**src/rtl/adder_seq_pkg.sv**
```systemverilog
// Shared definitions for the sequential add/subtract engine: control encoding,
// FSM state type and counter sizing.
package adder_seq_pkg;

  localparam logic CTL_ADD = 1'b0;
  localparam logic CTL_SUB = 1'b1;

  typedef enum logic [1:0] {
    IDLE = 2'd0,
    RUN  = 2'd1,
    DONE = 2'd2
  } state_e;

  // A single-chunk datapath still needs a 1-bit counter to keep ports legal.
  function automatic int cnt_width(input int nchunk);
    return (nchunk > 1) ? $clog2(nchunk) : 1;
  endfunction

endpackage

```
**src/rtl/adder_chunk.sv**
```systemverilog
// Combinational CHUNK-bit ripple-carry adder; the top reuses one instance for
// every slice of a wide operation.
module adder_chunk #(
  parameter int CHUNK = 8
) (
  input  logic [CHUNK-1:0] a,
  input  logic [CHUNK-1:0] b,
  input  logic             cin,
  output logic [CHUNK-1:0] sum,
  output logic             cout
);

  logic [CHUNK:0] w_carry;

  always_comb begin
    sum        = '0;
    w_carry    = '0;
    w_carry[0] = cin;
    for (int i = 0; i < CHUNK; i++) begin
      sum[i]       = a[i] ^ b[i] ^ w_carry[i];
      w_carry[i+1] = (a[i] & b[i]) | (w_carry[i] & (a[i] ^ b[i]));
    end
    cout = w_carry[CHUNK];
  end

endmodule

```
**src/rtl/adder_subtractor_seq.sv**
```systemverilog
// Multi-cycle WIDTH-bit add/subtract engine: one CHUNK-bit adder walks the
// operands LSB chunk first, with valid/ready on both sides and a full flag set.
//
//   state | meaning
//   IDLE  | waiting for an operation; in_ready follows enable
//   RUN   | one chunk per enabled clock, carry chained through r_carry
//   DONE  | result and flags presented until out_ready
module adder_subtractor_seq
  import adder_seq_pkg::*;
#(
  parameter int WIDTH = 32,
  parameter int CHUNK = 8
) (
  input  logic             clk,
  input  logic             rst_n,
  input  logic             enable,
  input  logic             in_valid,
  output logic             in_ready,
  input  logic [WIDTH-1:0] a,
  input  logic [WIDTH-1:0] b,
  input  logic             ctl,
  output logic             out_valid,
  input  logic             out_ready,
  output logic [WIDTH-1:0] result,
  output logic             cout,
  output logic             ovf,
  output logic             zero,
  output logic             neg
);

  localparam int NCHUNK = WIDTH / CHUNK;
  localparam int CW     = cnt_width(NCHUNK);
  localparam logic [CW-1:0] LAST_CNT = CW'(NCHUNK - 1);

  state_e           r_state;
  state_e           w_state_next;
  logic [WIDTH-1:0] r_a;
  logic [WIDTH-1:0] r_b;
  logic [WIDTH-1:0] r_result;
  logic [WIDTH-1:0] w_result_next;
  logic [CW-1:0]    r_cnt;
  logic             r_carry;
  logic             r_out_valid;
  logic             r_cout;
  logic             r_ovf;
  logic             r_zero;
  logic             r_neg;
  logic [CHUNK-1:0] w_a_chunk;
  logic [CHUNK-1:0] w_b_chunk;
  logic [CHUNK-1:0] w_sum;
  logic             w_carry_out;
  logic             w_accept;
  logic             w_step;
  logic             w_last;
  logic             w_consume;

  assign in_ready  = (r_state == IDLE) && enable;
  assign w_accept  = in_valid && in_ready;
  assign w_step    = (r_state == RUN) && enable;
  assign w_last    = w_step && (r_cnt == LAST_CNT);
  assign w_consume = (r_state == DONE) && out_ready;

  assign w_a_chunk = r_a[int'(r_cnt)*CHUNK +: CHUNK];
  assign w_b_chunk = r_b[int'(r_cnt)*CHUNK +: CHUNK];

  adder_chunk #(
    .CHUNK (CHUNK)
  ) u_chunk (
    .a    (w_a_chunk),
    .b    (w_b_chunk),
    .cin  (r_carry),
    .sum  (w_sum),
    .cout (w_carry_out)
  );

  // Flags on the last chunk are taken from the result as it will be written.
  always_comb begin
    w_result_next = r_result;
    w_result_next[int'(r_cnt)*CHUNK +: CHUNK] = w_sum;
  end

  always_ff @(posedge clk or negedge rst_n) begin
    if (!rst_n) begin
      r_state <= IDLE;
    end else begin
      r_state <= w_state_next;
    end
  end

  always_comb begin
    w_state_next = r_state;
    unique case (r_state)
      IDLE:    if (w_accept)  w_state_next = RUN;
      RUN:     if (w_last)    w_state_next = DONE;
      DONE:    if (out_ready) w_state_next = IDLE;
      default: w_state_next = IDLE;
    endcase
  end

  always_ff @(posedge clk or negedge rst_n) begin
    if (!rst_n) begin
      r_a         <= '0;
      r_b         <= '0;
      r_result    <= '0;
      r_cnt       <= '0;
      r_carry     <= 1'b0;
      r_out_valid <= 1'b0;
      r_cout      <= 1'b0;
      r_ovf       <= 1'b0;
      r_zero      <= 1'b0;
      r_neg       <= 1'b0;
    end else begin
      // Subtraction is A + ~B + 1: invert B once here and seed the carry.
      if (w_accept) begin
        r_a     <= a;
        r_b     <= (ctl == CTL_SUB) ? ~b : b;
        r_carry <= (ctl == CTL_SUB);
        r_cnt   <= '0;
      end
      if (w_step) begin
        r_result <= w_result_next;
        r_carry  <= w_carry_out;
        if (w_last) begin
          r_cnt       <= '0;
          r_cout      <= w_carry_out;
          r_ovf       <= (r_a[WIDTH-1] == r_b[WIDTH-1]) &&
                         (w_result_next[WIDTH-1] != r_a[WIDTH-1]);
          r_zero      <= (w_result_next == '0);
          r_neg       <= w_result_next[WIDTH-1];
          r_out_valid <= 1'b1;
        end else begin
          r_cnt <= r_cnt + CW'(1);
        end
      end
      if (w_consume) begin
        r_out_valid <= 1'b0;
      end
    end
  end

  assign out_valid = r_out_valid;
  assign result    = r_result;
  assign cout      = r_cout;
  assign ovf       = r_ovf;
  assign zero      = r_zero;
  assign neg       = r_neg;

endmodule
```
**config.mk**
```make
export PLATFORM = sky130hd
export DESIGN_NAME = adder_subtractor_seq
export DESIGN_NICKNAME = d
export VERILOG_FILES = /design/src/rtl/adder_seq_pkg.sv /design/src/rtl/adder_chunk.sv /design/src/rtl/adder_subtractor_seq.sv
export SDC_FILE = /design/constraint.sdc
export NUM_CORES = 1
export LEC_CHECK = 0
export CAP_MARGIN = 20
export CORE_MARGIN = 4
export CORE_UTILIZATION = 45
export DETAILED_ROUTE_END_ITERATION = 10
export DONT_BUFFER_PORTS = 1
export PLACE_DENSITY = 0.71
export REMOVE_ABC_BUFFERS = 1
export SLEW_MARGIN = 20
export SYNTH_ARGS = -nofsm -noshare
export SYNTH_HDL_FRONTEND = slang
export SYNTH_SLANG_ARGS = --single-unit
```
**constraint.sdc**
```tcl
create_clock -name clk -period 5.3 [get_ports clk]
set_input_delay 0.53 -clock clk [delete_from_list [all_inputs] [get_ports clk]]
set_output_delay 0.53 -clock clk [all_outputs]
set_load 0.01 [all_outputs]
```
# After elaboration in Yosys (flattened, before gate mapping)
# Cells that the tools add are included.
totals:
  ff_bits: 106
  latchBits: 0
  ram_bits: 0
  mem_bits_ro: 0
  in_bits: 70
  out_inout_bits: 38
  wordCells: 94
  mem_count: 0
op_classes:
  add_sub_neg: 2
  n_mul: 0
  div_mod_pow: 0
  order_cmp: 0
  n_eq_ne: 8
  shift: 4
  mux: 14
  bitwise: 41
  n_reduce_logical: 14
op_table:
  columns: ["op", "count"]
  rows:
  - ["$shiftx 32x6->8", 2]
  - ["$neg 5->33", 1]
  - ["$shift 8x33->32 const A", 1]
  - ["$shiftx 8x33->32", 1]
  - ["$bwmux 32", 1]
  - ["$logic_not 32->1", 1]
  - ["$mux 32", 1]
  - ["$not 32->32", 1]
  - ["$and 1x1->1", 16]
  - ["$xor 1x1->1", 16]
  - ["$mux 2", 6]
  - ["$or 1x1->1", 8]
  - ["$logic_and 1x1->1", 6]
  - ["$ne 2x2->1 const B", 3]
  - ["$pmux 2 s3", 1]
  - ["$reduce_bool 2->1", 3]
  - ["$mux 1", 5]
  - ["$eq 2x2->1 const B", 2]
  - ["$reduce_and 2->1", 2]
  - ["$reduce_and 3->1", 1]
  - ["$add 2x1->2 const B", 1]
  - ["$eq 2x1->1 const B", 1]
  - ["$logic_not 2->1", 1]
  - ["$eq 1x1->1", 1]
  - ["$ne 1x1->1", 1]

# Logic depth before layout (Yosys ltp)
depth:
  word_depth: 21
  ltp_mapped: 20
  depth_no_buf: 17

# By module
# A second synthesis with hierarchy kept.
unflattened:
  cells_unflattened: 408
  hier_area_um2: 5027.3
modules_own_cells:
  columns: ["module", "n_inst", "cells_each", "area_per_inst_um2", "seq_area_each_um2"]
  rows:
  - ["adder_subtractor_seq", 1, 390, 4829.6, 2652.5]
  - ["adder_chunk", 1, 18, 197.7, 0.0]

# Worst setup path after synthesis
# OpenSTA, ideal clock, no wires.
synth_path:
  kind: "reg2reg"
  from: "register r_cnt[0]"
  to: "register r_zero, in the netlist zero"
  setup_time_ns: 0.095
  arrival_ns: 5.079
  required_ns: 5.205
  slack_ns: 0.125
  stages_incl_launch_ff: 21
  path_cell_list: "dfrtp_1 -> buf_2 -> buf_2 -> mux4_2 -> inv_1 -> fa_1 -> fa_1 -> fa_1 -> fa_1 -> fa_1 -> inv_1 -> fa_1 -> inv_1 -> fa_1 -> inv_1 -> fa_1 -> clkbuf_1 -> nand2b_4 -> a2111oi_2 -> nand4_1 -> o31ai_1"
synth_between:
  elab_chain_len: 20
  elab_cells_between_ends: 47
  classes_between: "add/sub (1); eq/ne (1); shift (4); mux (1); bitwise (37); reduce/logical (3)"
synth_rtl:
  columns: ["element", "line", "source"]
  rows:
  - ["start: declaration", "adder_subtractor_seq.sv:41", "logic [CW-1:0] r_cnt;"]
  - ["start signal: assignment", "adder_subtractor_seq.sv:132", "r_cnt <= r_cnt + CW'(1);"]
  - ["$shiftx 32x6->8 (on tied branches)", "adder_subtractor_seq.sv:63, adder_subtractor_seq.sv:64", null]
  - ["$xor 1x1->1", "adder_chunk.sv:20, adder_chunk.sv:21", null]
  - ["$and 1x1->1", "adder_chunk.sv:21", "w_carry[i+1] = (a[i] & b[i]) | (w_carry[i] & (a[i] ^ b[i]));"]
  - ["$or 1x1->1", "adder_chunk.sv:21", null]
  - ["$and 1x1->1", "adder_chunk.sv:21", null]
  - ["$or 1x1->1", "adder_chunk.sv:21", null]
  - ["$and 1x1->1", "adder_chunk.sv:21", null]
  - ["$or 1x1->1", "adder_chunk.sv:21", null]
  - ["[4 not listed]", null, null]
  - ["$and 1x1->1", "adder_chunk.sv:21", null]
  - ["$or 1x1->1", "adder_chunk.sv:21", null]
  - ["$and 1x1->1", "adder_chunk.sv:21", null]
  - ["$or 1x1->1", "adder_chunk.sv:21", null]
  - ["$xor 1x1->1", "adder_chunk.sv:20", "sum[i] = a[i] ^ b[i] ^ w_carry[i];"]
  - ["$shiftx 8x33->32", "adder_subtractor_seq.sv:79", "w_result_next[int'(r_cnt)*CHUNK +: CHUNK] = w_sum;"]
  - ["$bwmux 32", "adder_subtractor_seq.sv:79", null]
  - ["$logic_not 32->1", "adder_subtractor_seq.sv:128", "r_zero <= (w_result_next == '0);"]
  - ["end signal: assignment", "adder_subtractor_seq.sv:128", null]
  - ["end: declaration", "adder_subtractor_seq.sv:46", "logic r_zero;"]
# Several ways; a longest one is shown, not always the timed one.
# A chain may end at the register's enable or synchronous reset.

# Worst setup path after layout
# Ends and elaborated chain as after synthesis.

==> summary.txt <==
Outcome
  • Status: finished clean

Setup path
  • Slowest stage cell on the critical path: fa_1
  • Critical Path AT: 5.18 ns
  • Crit-path max FO: 3
  • Delay-heaviest family, CP: adder cells
  • Crit path cell chain: mux4_2 -> inv_1 -> fa_1 -> fa_1 -> fa_1 -> fa_1 -> fa_1 -> inv_1 -> fa_1 -> inv_1 -> fa_1 -> inv_1 -> fa_1 -> nand2b_4 -> a2111oi_2 -> nand4_1 -> o31ai_1
  • Max incr delay on CP: 0.44 ns
  • Worst Setup SP: r_cnt[0]$_DFFE_PN0P_
  • Crit start category: flip-flop
  • Worst path bufs/invs: 4
  • Worst setup path category: flip-flop to flip-flop
  • Critical path capture point type: flip-flop
  • Worst r2r src: r_cnt[0]$_DFFE_PN0P_
  • Worst EP required: roughly 5.6 ns
  • Crit path top cell by count: fa_1

Synthesis
  • Synth warnings: 0
  • Mapped Cells: 448
  • Area fraction of the dominant cell type after synthesis: 0.5151
  • Most area-consuming cells after synthesis: dfrtp_1, mux4_2, xnor2_1, mux2_1, a21oi_1
  • Top cell type by total area after synthesis: dfrtp_1
  • Mean post-synth cell area: between 10 and 15 µm²
  • Netlist Area Pre-Place: 5150 µm²
  • Main synth FF type: dfrtp_1
  • #FFs+latches synth: approximately 110
  • EDFF count, synth: 0
  • Yosys cell types: 47
  • Async S/R FF share, synth: 1.000
  • Sequential area share after synthesis: 0.5151

Placed design
  • PortBufs: 0
  • Final RePlAce weighted congestion: between 0.8 and 0.9
  • Setup WS pre-CTS: between 0.3 and 0.4 ns
  • DPL Wire Length: 8208 µm

Clock network
  • TritonCTS Sinks: roughly 110
  • TritonCTS clock tree: done
  • Root buf cell: clkbuf_16
  • CTS Buffer Depth: 2
  • Skew-Pair Late Insertion Delay: 0.35 ns
  • CTS Buf Count: 9
  • Htree depth: 3
  • Clk pin slew, worst setup/hold paths: 0.07 ns

Route
  • Top sig layer: met4
  • Initial DRC count: 191
  • WL met2: 5286 µm
  • Via density: 5.677
  • DRC viols: 0
  • Vias post-DR: between 3000 and 4000
  • Antenna Nets Post-Route: 0
  • Detailed Route WL: 11370 µm
  • WL met1: 4857 µm
  • Drt wl/cell: between 15 and 20 µm
  • Met3 routed WL: approximately 1100 µm
  • Drt pass-1 iters: 6

Pwr
  • Post-route total power: approximately 4.4 mW
  • Pleak: 2.345 nW
  • P per Cell Area: 774.3 nW/µm²
  • Max VDD drop: 0.3153 mV

Finish
  • Fillers: 970
  • Multi-input gate area: about 2300 µm²
  • Share of layout cells above drive strength 1: 0.1371
  • Area grow syn2layout: 9.159%
  • Commonest non-fill, non-tap cell in the layout: dfrtp_1
  • Nets: ~520
  • Seq. cell area: 2653 µm²
  • Most frequent cells in the layout: dfrtp_1, nand2_1, nor2_1

Global routing
  • Largest net degree at the start of global routing: 107
  • First-pass GRT wire length: 18090 µm
  • Number of global-route vias before repair: 3449
  • Global route overflow: 0
  • Global Route Usage Sum: 0.1759
  • Initial antenna violation count: 3

Floorplan
  • Die footprint: roughly 13000 µm²
  • Rows: 38
  • IO Pins: roughly 110
  • Initial core utilization: 0.4669
  • Die Y-Extent: 115.0 µm
  • Die width: 115.0 µm
  • Core ar.: 11030 µm²

Timing
  • Setup TNS: 0 ns
  • PnR worst setup slack: 0.3770 ns
  • Hold_ws: roughly 0.13 ns
  • Slew Limit Fails: 0
  • RSZ-0062 raised after global routing: no
  • F_max: 0.2031 GHz
  • Final period util: 0.9289
  • Skew final: slightly below 0.004 ns
  • Final setup vio count: 0
  • Measured slew at the worst slew-check pin: 0.5591 ns
  • Fin crit period: 4.923 ns
  • Final hold viol count: 0
  • Relative max-transition margin: 0.6263

Flow run
  • Max-cap violation count: 0

Hold path
  • Hold Crit Class: primary input to async pin
worst paths after layout:
path / slack (ns) / to / cells past startpoint
worst max-delay path: 0.38 / zero$_DFFE_PN0P_ / 17
worst min-delay path: 0.13 / r_a[26]$_DFFE_PN0P_ / 1
worst max register to register: 0.38 / zero$_DFFE_PN0P_ / 17
worst min register to register: 0.49 / r_a[19]$_DFFE_PN0P_ / 1
max in group asynchronous: 4.81 / r_a[23]$_DFFE_PN0P_ / 1
min in group clk: 0.26 / r_state[1]$_DFFE_PN0P_ / 1
metrics by stage:
stage	instance area (µm²)	cells	util
floorplan	5027	424	-
global placement	5228	567	0.4739
detailed placement	5228	567	0.4739
CTS	5587	584	0.5065
global route	5622	588	0.5096
finish	5622	588	0.5096
flip-flops by register name, indices dropped and copies added (netlist names), 2 cells and up:
signal   cells
r_a         32
r_b         32
r_cnt        2
r_state      2
result      32
per-layer routing:
metal / track usage / vias to the layer above
li1: - / 1536
met5: 0 / -
met3: 0.05632 / 18
met2: 0.2770 / 140
met1: 0.2342 / 1644
met4: 0.05399 / 0
cell type report:
type	instances	share of cell area
inverters	23	0.01536
diodes	3	0.001335
clock buffers	9	0.04006
well taps	140	0.03116
repair buffers	5	0.01380
clock inverters	7	0.01892
flip-flops and latches	106	0.4718
multi-input cells	295	0.4075
logic make-up after synthesis:
kind of cell               synth area share
xor gates and xnor gates            0.05442
buffers and inverters               0.04057
DFF                                  0.5151
and+or+nand+nor                     0.09694
adders and majority gates           0.04325
AOI/OAI and AO/OA                    0.1057
muxes                                0.1441
what timing repair did:
| action | in CTS | in global routing |
|---|---|---|
| buffers inserted | 0 | 0 |
| resized for setup | 0 | 0 |
| hold endpoints to repair | 106 | 0 |
| hold buffers | 1 | 0 |
synthesized netlist by cell type (all sizes together) (3+ instances only):
| library cell | instances |
|---|---|
| clkbuf | 4 |
| a22o | 7 |
| dfrtp | 106 |
| nor3 | 4 |
| nor4 | 3 |
| mux2 | 33 |
| nor2 | 41 |
| o21ai | 29 |
| o31ai | 5 |
| inv | 23 |
| fa | 8 |
| xnor2 | 32 |
| a21oi | 39 |
| nand3 | 3 |
| mux4 | 16 |
| nand2 | 42 |
| and2 | 3 |
| ha | 5 |
| buf | 20 |
power by group:
group	leakage (nW)	internal [mW]	total [mW]	switching [mW]
logic	0.882	0.899	2.14	1.24
registers	1.30	1.18	1.48	0.306
clock network	0.163	0.423	0.733	0.309
(Power assumes the default switching activity.)
